## config.mk

```make
export PLATFORM = sky130hd
export DESIGN_NAME = reg_file_2r1w
export DESIGN_NICKNAME = d
export VERILOG_FILES = /design/src/rtl/reg_file_2r1w.sv
export SDC_FILE = /design/constraint.sdc
export NUM_CORES = 1
export LEC_CHECK = 0
export BUFFER_PORTS_ARGS = -buffer_cell sky130_fd_sc_hd__buf_2
export CORE_MARGIN = 3
export CORE_UTILIZATION = 50
export DETAILED_ROUTE_END_ITERATION = 12
export PLACE_DENSITY = 0.75
export SYNTH_ARGS = -nofsm -noshare
export SYNTH_HDL_FRONTEND = slang
export SYNTH_SLANG_ARGS = --single-unit
```

## constraint.sdc

```tcl
create_clock -name clk -period 2.2 [get_ports clk]
set_clock_uncertainty 0.1 [all_clocks]
set_input_delay 0.22 -clock clk [delete_from_list [all_inputs] [get_ports clk]]
set_output_delay 0.22 -clock clk [all_outputs]
set_load 0.005 [all_outputs]
```

## src/rtl/reg_file_2r1w.sv

```systemverilog
// Two-read / one-write register file with a per-register busy scoreboard for operand stalls.
// Optional write-first forwarding on both read ports is enabled by defining RF_BYPASS_EN.
module reg_file_2r1w #(
  parameter int DATA_W   = 8,
  parameter int NUM_REGS = 4,
  parameter int ADDR_W   = $clog2(NUM_REGS),
  parameter int ZERO_REG = 0
) (
  input  logic                clk,
  input  logic                rst_n,
  input  logic [ADDR_W-1:0]   rs1,
  input  logic [ADDR_W-1:0]   rs2,
  input  logic                rs1_en,
  input  logic                rs2_en,
  output logic [DATA_W-1:0]   A,
  output logic [DATA_W-1:0]   B,
  input  logic                we,
  input  logic [ADDR_W-1:0]   rd,
  input  logic [DATA_W-1:0]   wd,
  input  logic                mark_en,
  input  logic [ADDR_W-1:0]   mark_rd,
  output logic                stall,
  output logic [NUM_REGS-1:0] busy
);

  logic [DATA_W-1:0]   regs [NUM_REGS];
  logic [NUM_REGS-1:0] busy_q;
  logic [DATA_W-1:0]   a_raw;
  logic [DATA_W-1:0]   b_raw;
  logic                a_busy;
  logic                b_busy;
  logic                a_mask;
  logic                b_mask;

  // A mark and a write landing on the same register leave it busy: the mark is a newer producer.
  always_ff @(posedge clk or negedge rst_n) begin
    if (!rst_n) begin
      for (int i = 0; i < NUM_REGS; i++) begin
        regs[i] <= '0;
      end
      busy_q <= '0;
    end else begin
      for (int i = 0; i < NUM_REGS; i++) begin
        if (we && rd == ADDR_W'(i) && !(ZERO_REG != 0 && i == 0)) begin
          regs[i] <= wd;
        end
        if (ZERO_REG != 0 && i == 0) begin
          busy_q[i] <= 1'b0;
        end else if (mark_en && mark_rd == ADDR_W'(i)) begin
          busy_q[i] <= 1'b1;
        end else if (we && rd == ADDR_W'(i)) begin
          busy_q[i] <= 1'b0;
        end
      end
    end
  end

  always_comb begin
    a_raw  = '0;
    b_raw  = '0;
    a_busy = 1'b0;
    b_busy = 1'b0;
    for (int i = 0; i < NUM_REGS; i++) begin
      if (!(ZERO_REG != 0 && i == 0)) begin
        if (rs1 == ADDR_W'(i)) begin
          a_raw  = regs[i];
          a_busy = busy_q[i];
        end
        if (rs2 == ADDR_W'(i)) begin
          b_raw  = regs[i];
          b_busy = busy_q[i];
        end
      end
    end
  end

`ifdef RF_BYPASS_EN
  logic wr_live;
  logic a_fwd;
  logic b_fwd;

  // A forwarded operand is not stalled on, unless a new producer is being marked on the same edge.
  always_comb begin
    wr_live = we && ({1'b0, rd} < (ADDR_W + 1)'(NUM_REGS)) && !(ZERO_REG != 0 && rd == '0);
    a_fwd   = wr_live && (rs1 == rd);
    b_fwd   = wr_live && (rs2 == rd);
    a_mask  = a_fwd && !(mark_en && mark_rd == rs1);
    b_mask  = b_fwd && !(mark_en && mark_rd == rs2);
    A       = a_fwd ? wd : a_raw;
    B       = b_fwd ? wd : b_raw;
  end
`else
  always_comb begin
    a_mask = 1'b0;
    b_mask = 1'b0;
    A      = a_raw;
    B      = b_raw;
  end
`endif

  assign stall = (rs1_en && a_busy && !a_mask) || (rs2_en && b_busy && !b_mask);
  assign busy  = busy_q;

endmodule

```

==> flow_summary.toml, run 1 <==
[outcome]
status = "finished, final reports clean"

[grt]
grt_usage_pct = 19.33
grt_pass1_wl_mm = 6.009
grt_max_degree = 37
global_route.usage.met2_pct = 34.90
grt_antenna_before_repair = 0
use_met1_pct = 21.02
grt_pass1_vias = 1249
grt-busiest-layer = "met2"
grt_overflow = 0
use_met3_pct = 6.071

[timing]
period_minus_slack_ps = 1855
slew_headroom_pct = 46.61
grt_setup_unrepaired = "false"
hold_violations = 0
fin_setup_tns_ps = 0
post-route-period-util_pct = 84.34
worst_pin_slew_ps = 800.8
finalMaxSlewViolations = 0
setup_viol = 0
timing.hold.ws_ps = 33.22
clock.fmax_mhz = 539.0

[synthesis]
yosysMostFrequentCell = "dfrtp_1"
synth_top_area_cell = "dfrtp_1"
synthAdderAreaFrac_pct = 0
synth_compound_area_share_pct = 2.234
synth.avg_cell_area_um2 = 17.94
syn_nets = 125
yosys-top-cells-count = "36 x dfrtp_1, 32 x mux2_2, 11 x mux4_1"
synth-edff-count = 0
synth_area_leaders = "dfrtp_1 49%, mux2_2 19%, mux4_1 16%"
yosysWarnings = 0
ys_ff_latch = 36
netlist_instances = 103
synthXorXnorAreaFrac_pct = 0
muxShareOfSynthArea_pct = 43.67
synth_top_family_by_area = "multiplexers"
synth-seq-area-share_pct = 48.75
synthFlopType = "dfrtp_1"
netlist_area_um2 = 1848
synth_cell_types = 15
async_flop_share_pct = 100.0
yosysTopAreaCellShare_pct = 48.75
synth-simple-area-share_pct = 3.318

[setup_path]
critical_path.max_stage_delay_ps = 480
critPathBufInv = 1
worstPathCellList = "mux4_2, a22o_1, buf_2"
crit_type = "flop to output port"
critical_path.top_delay_family = "multiplexers"
critPathSlowestCell = "mux4_2"
crit_path_start_kind = "flop"
worstPathRequired_ps = 1880
endpoint_kind = "output port"
crit_fanout = 4
arrival_ps = 1540

[clocking]
clk_pin_slew_worst_paths_ps = 70
tritoncts = "done"
post-cts-setup-buffer-count = 0
htree_num_levels = 2
clock_path_buffers = 2
numClockSinks = 36
root_buffer = "clkbuf_8"
numCtsBuffers = 5
clk-insertion-delay-late_ps = 290

[floorplan]
rows = 21
core_um2 = 3442
start_util_pct = 53.69
die_h_um = 66.80
fp.dieArea_um2 = 4462
die_w_um = 66.80
io-pin-count = 43

[detailed_routing]
wire_per_inst_um = 19.60
drc = 0
vias = 1149
avgViaCountPerCell = 5.862
ant_nets = 0
drtIter0Drc = 57
firstDrtPassIters = 4
wl_mm = 3.842

[run]
maxCapViolCount = 0

[power]
total_leakage_power_uw = 0.0009864
p_per_area_nw_per_um2 = 815.1
ir_drop_mv = 0.5240

[layout]
area_growth_syn_to_layout_pct = 18.28
design_area_um2 = 2186
num-fill-cells = 265
drive_gt1_share_pct = 60.67
diodes = 0
fin_nets = 171

[placement]
dpl_cell_area_um2 = 2086
place_congestion = 0.7305
numPortBuffers = 42
hpwl_mm = 2.691

[worst_hold_path]
worstHoldPathType = "primary input to flop"
==> flip-flops by register name, summed over array words and instances, names as in the netlist <==
register	flops
busy	4
regs	32
==> per-stage QoR <==
step | utilization [%] | instances | power, µW | worst slack, ps
final | 63.50 | 196 | 1782 | 344.6
after global routing | 63.50 | 196 | 1860 | 304.3
after CTS | 63.50 | 196 | 1801 | 339.2
after detailed placement | 60.60 | 187 | 1319 | 467.9
after global placement | 60.60 | 187 | 1287 | 478.0
after floorplan | - | 103 | 1136 | 792.4
==> area by class of cell <==
cell class,instances,area (µm²),share of cell area [%]
Clock buffer,8,90.09,4.121
Inverter,2,7.507,0.3434
Multi-Input combinational cell,61,909.6,41.61
Sequential cell,36,900.9,41.21
Tap cell,46,57.56,2.633
Timing Repair Buffer,43,220.2,10.07
==> layout by cell type, fill, tap and decap left out, types with 2 or more instances in the layout <==
cell type,count
clkbuf_1,2
o2bb2ai_1,3
inv_1,2
mux4_1,11
buf_2,42
nand3b_2,2
clkbuf_8,6
dfrtp_1,36
mux4_2,7
mux2_2,32
==> worst paths after layout <==
path	start	end	slack, ps	cells past startpoint
max	busy[3]$_DFFE_PN0P_	stall	340	3
min	mark_rd[0]	busy[2]$_DFFE_PN0P_	30	2
max reg2reg	regs[26]$_DFFE_PN0P_	regs[26]$_DFFE_PN0P_	1320	1
min reg2reg	regs[19]$_DFFE_PN0P_	regs[19]$_DFFE_PN0P_	410	1
max in group asynchronous	rst_n	regs[18]$_DFFE_PN0P_	1030	2
min in group asynchronous	rst_n	regs[21]$_DFFE_PN0P_	460	2
==> cell families after synthesis <==
family / Yosys count
mux: 50
flops: 36
simple gates: 6
buf+inv: 6
compound gates: 5
==> timing repair <==
action                    in CTS  in global routing
hold buffers                   1                  0
resized for setup              0                  0
hold endpoints to repair      36                  0
==> metal layers <==
layer / vias up / routed length, µm
met5: - / 0
met4: 0 / 70
met3: 8 / 211
met2: 32 / 2060
met1: 592 / 1499
li1: 517 / -
==> where the power goes <==
group | switching (µW) | internal [µW] | total (µW) | leakage [µW]
Clock | 221 | 255 | 477 | 0.0000455
Combinational | 150 | 279 | 429 | 0.000516
Sequential | 89.8 | 786 | 876 | 0.000425
(Power assumes the default switching activity.)
==> run 2: changes to the inputs <==
Settings changed: CORE_UTILIZATION 50 to 48.
Clock period 2.2 ns to 1.6 ns, I/O delays scaled along.
==> flow_summary.toml, run 2 (synthesized netlist as in run 1, its figures left out) <==
[timing]
slew_headroom_pct = 70.93
clock.fmax_mhz = 573.4
setup_viol = 1
hold_violations = 0
post-route-period-util_pct = 109.0
layout_setup_ws_ps = -144.0
grt_setup_unrepaired = "true"
period_minus_slack_ps = 1744
worst_pin_slew_ps = 436.0
timing.hold.ws_ps = 43.01
fin_setup_tns_ps = -144.0
finalMaxSlewViolations = 0

[floorplan]
die_h_um = 68.05
start_util_pct = 52.49
die_w_um = 68.05
io-pin-count = 43
fp.dieArea_um2 = 4631
rows = 21
core_um2 = 3521

[clocking]
clk_pin_slew_worst_paths_ps = 70
clock_path_buffers = 2
htree_num_levels = 2
tritoncts = "done"
root_buffer = "clkbuf_8"
clk-insertion-delay-late_ps = 280
numClockSinks = 36
numCtsBuffers = 5

[power]
p_per_area_nw_per_um2 = 1121
power_uw = 2552
ir_drop_mv = 0.5560
total_leakage_power_uw = 0.001014

[grt]
grt_max_degree = 21
grt_pass1_vias = 1250
grt_usage_pct = 19.80
grt_antenna_before_repair = 0
grt_overflow = 0
grt_pass1_wl_mm = 6.210

[placement]
hpwl_mm = 2.917
dpl_cell_area_um2 = 2161
numPortBuffers = 42
dp_slack_ps = 122.0
place_congestion = 0.7473

[detailed_routing]
vias = 1188
ant_nets = 0
avgViaCountPerCell = 5.767
wl_mm = 4.165
drtIter0Drc = 71
wire_per_inst_um = 20.22
firstDrtPassIters = 4
drc = 0

[worst_hold_path]
worstHoldPathType = "primary input to flop"
hp-start = "wd[5]"

[outcome]
violations = "setup timing"
status = "finished, violations left"

[setup_path]
worstPathCellList = "mux4_2, a22o_1, buf_2"
worstPathRequired_ps = 1340
critPathSlowestCell = "mux4_2"
rr_startpoint = "regs[22]$_DFFE_PN0P_"
crit_path_start_kind = "flop"
critical_path.top_delay_family = "multiplexers"
cp-startpoint = "busy[3]$_DFFE_PN0P_"
crit_type = "flop to output port"
arrival_ps = 1480
endpoint_kind = "output port"
critPathBufInv = 1
critical_path.max_stage_delay_ps = 470
crit_fanout = 4

[layout]
diodes = 0
largest-register = "regs"
area_growth_syn_to_layout_pct = 23.22
mostFrequentLayoutCells = "42 x buf_2, 36 x dfrtp_1, 32 x mux2_2"
design_area_um2 = 2277
fin_nets = 182
drive_gt1_share_pct = 70.00
layout_commonest_cell = "buf_2"
largest_reg_flops = 32
num-fill-cells = 273

[run]
maxCapViolCount = 0
-- run 2: cell count changes in the layout (fill, tap and decap cells not counted) --
| cell | delta |
|---|---|
| clkbuf_1 | -2 |
| dlygate4sd3_1 | +1 |
| clkbuf_8 | +1 |
| buf_4 | +7 |
| buf_12 | +3 |
| mux4_1 | -10 |
| mux4_2 | +10 |
-- run 2: routing by layer --
metal	part of all wire, %	track usage [%]	wire [µm]
met1	41	22.20	1691
met2	51	33.69	2127
met3	6.4	6.240	266
met4	1.9	10.17	80
met5	0	0	0
-- run 2: final timing paths --
path	to	slack (ps)	cells after the start
max in group asynchronous	regs[17]$_DFFE_PN0P_	710	3
min in group asynchronous	regs[29]$_DFFE_PN0P_	240	2
min	regs[21]$_DFFE_PN0P_	40	2
max reg2reg	regs[22]$_DFFE_PN0P_	710	1
min reg2reg	regs[13]$_DFFE_PN0P_	430	1
max	stall	-140	3
-- run 2: area by class of cell --
type	instances	area (µm²)	share of cell area (%)
flip-flops and latches	36	900.9	39.56
multi-input cells	61	872.1	38.30
repair buffers	54	342.8	15.05
clock buffers	7	96.34	4.231
well taps	46	57.56	2.527
inverters	2	7.507	0.3297
-- run 2: where the power goes --
group	leakage, µW	total (µW)	switching [µW]	internal [µW]
Sequential	0.000425	1210	125	1080
Combinational	0.000539	661	229	432
Clock	0.0000503	685	302	383
Total	0.00101	2550	656	1900
-- run 2: per-stage QoR --
step,utilization [%],instances
3_5_place_dp,61.37,192
5_1_grt,64.68,206
4_1_cts,65.32,206
2_1_floorplan,-,103
6_report,64.68,206
3_3_place_gp,61.37,192
-- run 2: timing repair --
action / in CTS / in global routing
setup buffers: 5 / 0
hold endpoints to repair: 18 / 0
setup endpoints to repair: 4 / 8
pin swaps: 1 / 0
gates resized for setup: 4 / 6
hold buffers: 2 / 0
==> run 3: changes to the inputs <==
Settings changed: CELL_PAD_IN_SITES_DETAIL_PLACEMENT set to 2, CELL_PAD_IN_SITES_GLOBAL_PLACEMENT set to 2, CORE_UTILIZATION 48 to 34, PLACE_DENSITY 0.75 to 0.78.
==> flow_summary.toml, run 3 (synthesized netlist as in run 1, its figures left out) <==
[outcome]
status = "finished, violations left"
violations = "setup timing"

[power]
power_uw = 2590
switchingPower_uw = 708.2
p_per_area_nw_per_um2 = 1124
p_seq_share_pct = 47.1
total_leakage_power_uw = 0.001020
ir_drop_mv = 0.4864
intPower_uw = 1882
swShare_pct = 27.34
p_clk_share_pct = 25.9
combPwrFrac_pct = 27.0

[setup_path]
worstPathCellList = "mux4_2, a22o_1, buf_2"
critical_path.max_stage_delay_ps = 460
endpoint_kind = "output port"
arrival_ps = 1490
critPathSlowestCell = "mux4_2"
crit_fanout = 3
worstPathRequired_ps = 1340
r2r.worst_path.cells = 2
crit_path_start_kind = "flop"
crit_type = "flop to output port"

[timing]
timing.hold.ws_ps = 49.61
period_minus_slack_ps = 1754
setup_viol = 1
fin_setup_tns_ps = -153.5
finalMaxSlewViolations = 0
hold_violations = 0
layout_setup_ws_ps = -153.5
grt_setup_unrepaired = "true"
post-route-period-util_pct = 109.6
worst_pin_slew_ps = 466.7
slew_headroom_pct = 68.88
clock.fmax_mhz = 570.3

[floorplan]
io-pin-count = 43
start_util_pct = 35.73
die_w_um = 79.73
core_um2 = 5172
fp.dieArea_um2 = 6356
die_h_um = 79.73
rows = 26

[worst_hold_path]
worstHoldPathType = "primary input to flop"
holdPathStages = 2

[clocking]
clock_path_buffers = 2
htree_num_levels = 2
numCtsBuffers = 5
clk_pin_slew_worst_paths_ps = 70
clk-insertion-delay-late_ps = 290
numClockSinks = 36
tritoncts = "done"
root_buffer = "clkbuf_8"

[grt]
grt_pass1_vias = 1454
grt_usage_pct = 17.29
grt_antenna_before_repair = 0
grt_pass1_wl_mm = 8.079
grt_max_degree = 37
grt_overflow = 0

[layout]
diodes = 0
fin_nets = 188
largest-register = "regs"
area_growth_syn_to_layout_pct = 24.71
num-fill-cells = 512
mostFrequentLayoutCells = "42 x buf_2, 36 x dfrtp_1, 32 x mux2_2"
postLayoutCoreUtil_pct = 44.56
largest_reg_flops = 32
layout_commonest_cell = "buf_2"
drive_gt1_share_pct = 70.66
instances_no_fill = 237

[detailed_routing]
wl_mm = 5.079
avgViaCountPerCell = 5.160
ant_nets = 0
drc = 0
wire_per_inst_um = 21.43
vias = 1223
drtIter0Drc = 43
firstDrtPassIters = 4

[placement]
dp_cells = 218
hpwl_mm = 3.725
place_congestion = 0.7401
numPortBuffers = 42

[run]
maxCapViolCount = 0
[run 3: cell count changes in the layout (fill, tap and decap cells not counted), sizes merged]
| cell | before | now |
|---|---|---|
| buf | 52 | 58 |
| clkbuf | 7 | 8 |
[run 3: per-stage QoR]
step           setup slack [ps]  area [µm²]
6_report                 -153.5        2305
5_1_grt                  -220.0        2305
4_1_cts                  -169.7        2286
3_5_place_dp              111.6        2168
3_3_place_gp              128.2        2168
2_1_floorplan             252.4        1848
[run 3: critical path: cells and delay by family, from the launching register on]
| family | cells | cell delay [ps] |
|---|---|---|
| DFF | 1 | 410 |
| buffers and inverters | 1 | 120 |
| muxes | 1 | 460 |
| AOI/OAI and AO/OA | 1 | 210 |
[run 3: repair_timing]
action	CTS	global route
endpoints found under the setup margin	9	17
setup buffers	5	4
gates resized for setup	8	3
hold endpoints to repair	38	0
hold buffers	2	0
pin swaps	1	0
[run 3: metal layers]
metal  track usage [%]  part of all wire (%)  vias up  wire length [µm]
met2             31.89                    54       39              2752
li1                  -                     -      536                 -
met5                 0                     0        -                 0
met4             4.811                   1.6        0                80
met3             4.402                   5.1        5               258
met1             19.56                    39      643              1988
[run 3: power groups by stage]
stage	Combinational (µW)	Sequential (µW)	Clock, µW
global placement	603	1200	0
detailed placement	637	1230	0
finish	700	1220	671
global route	761	1240	738
CTS	683	1220	697
floorplan	389	1170	0
[run 3: cell type report]
class,instances,area (µm²),share of cell area [%]
clock buffers,8,90.09,3.909
inverters,2,7.507,0.3257
multi-input cells,61,868.3,37.68
flip-flops and latches,36,900.9,39.09
well taps,70,87.58,3.800
repair buffers,60,350.3,15.20
[run 3: worst paths after layout]
kind	start	slack (ps)	to
worst max-delay path	busy[2]$_DFFE_PN0P_	-150	stall
worst min-delay path	wd[2]	50	regs[26]$_DFFE_PN0P_
worst max register to register	regs[11]$_DFFE_PN0P_	580	regs[11]$_DFFE_PN0P_
worst min register to register	regs[23]$_DFFE_PN0P_	430	regs[23]$_DFFE_PN0P_
max in group asynchronous	rst_n	730	busy[2]$_DFFE_PN0P_
min in group asynchronous	rst_n	340	regs[29]$_DFFE_PN0P_
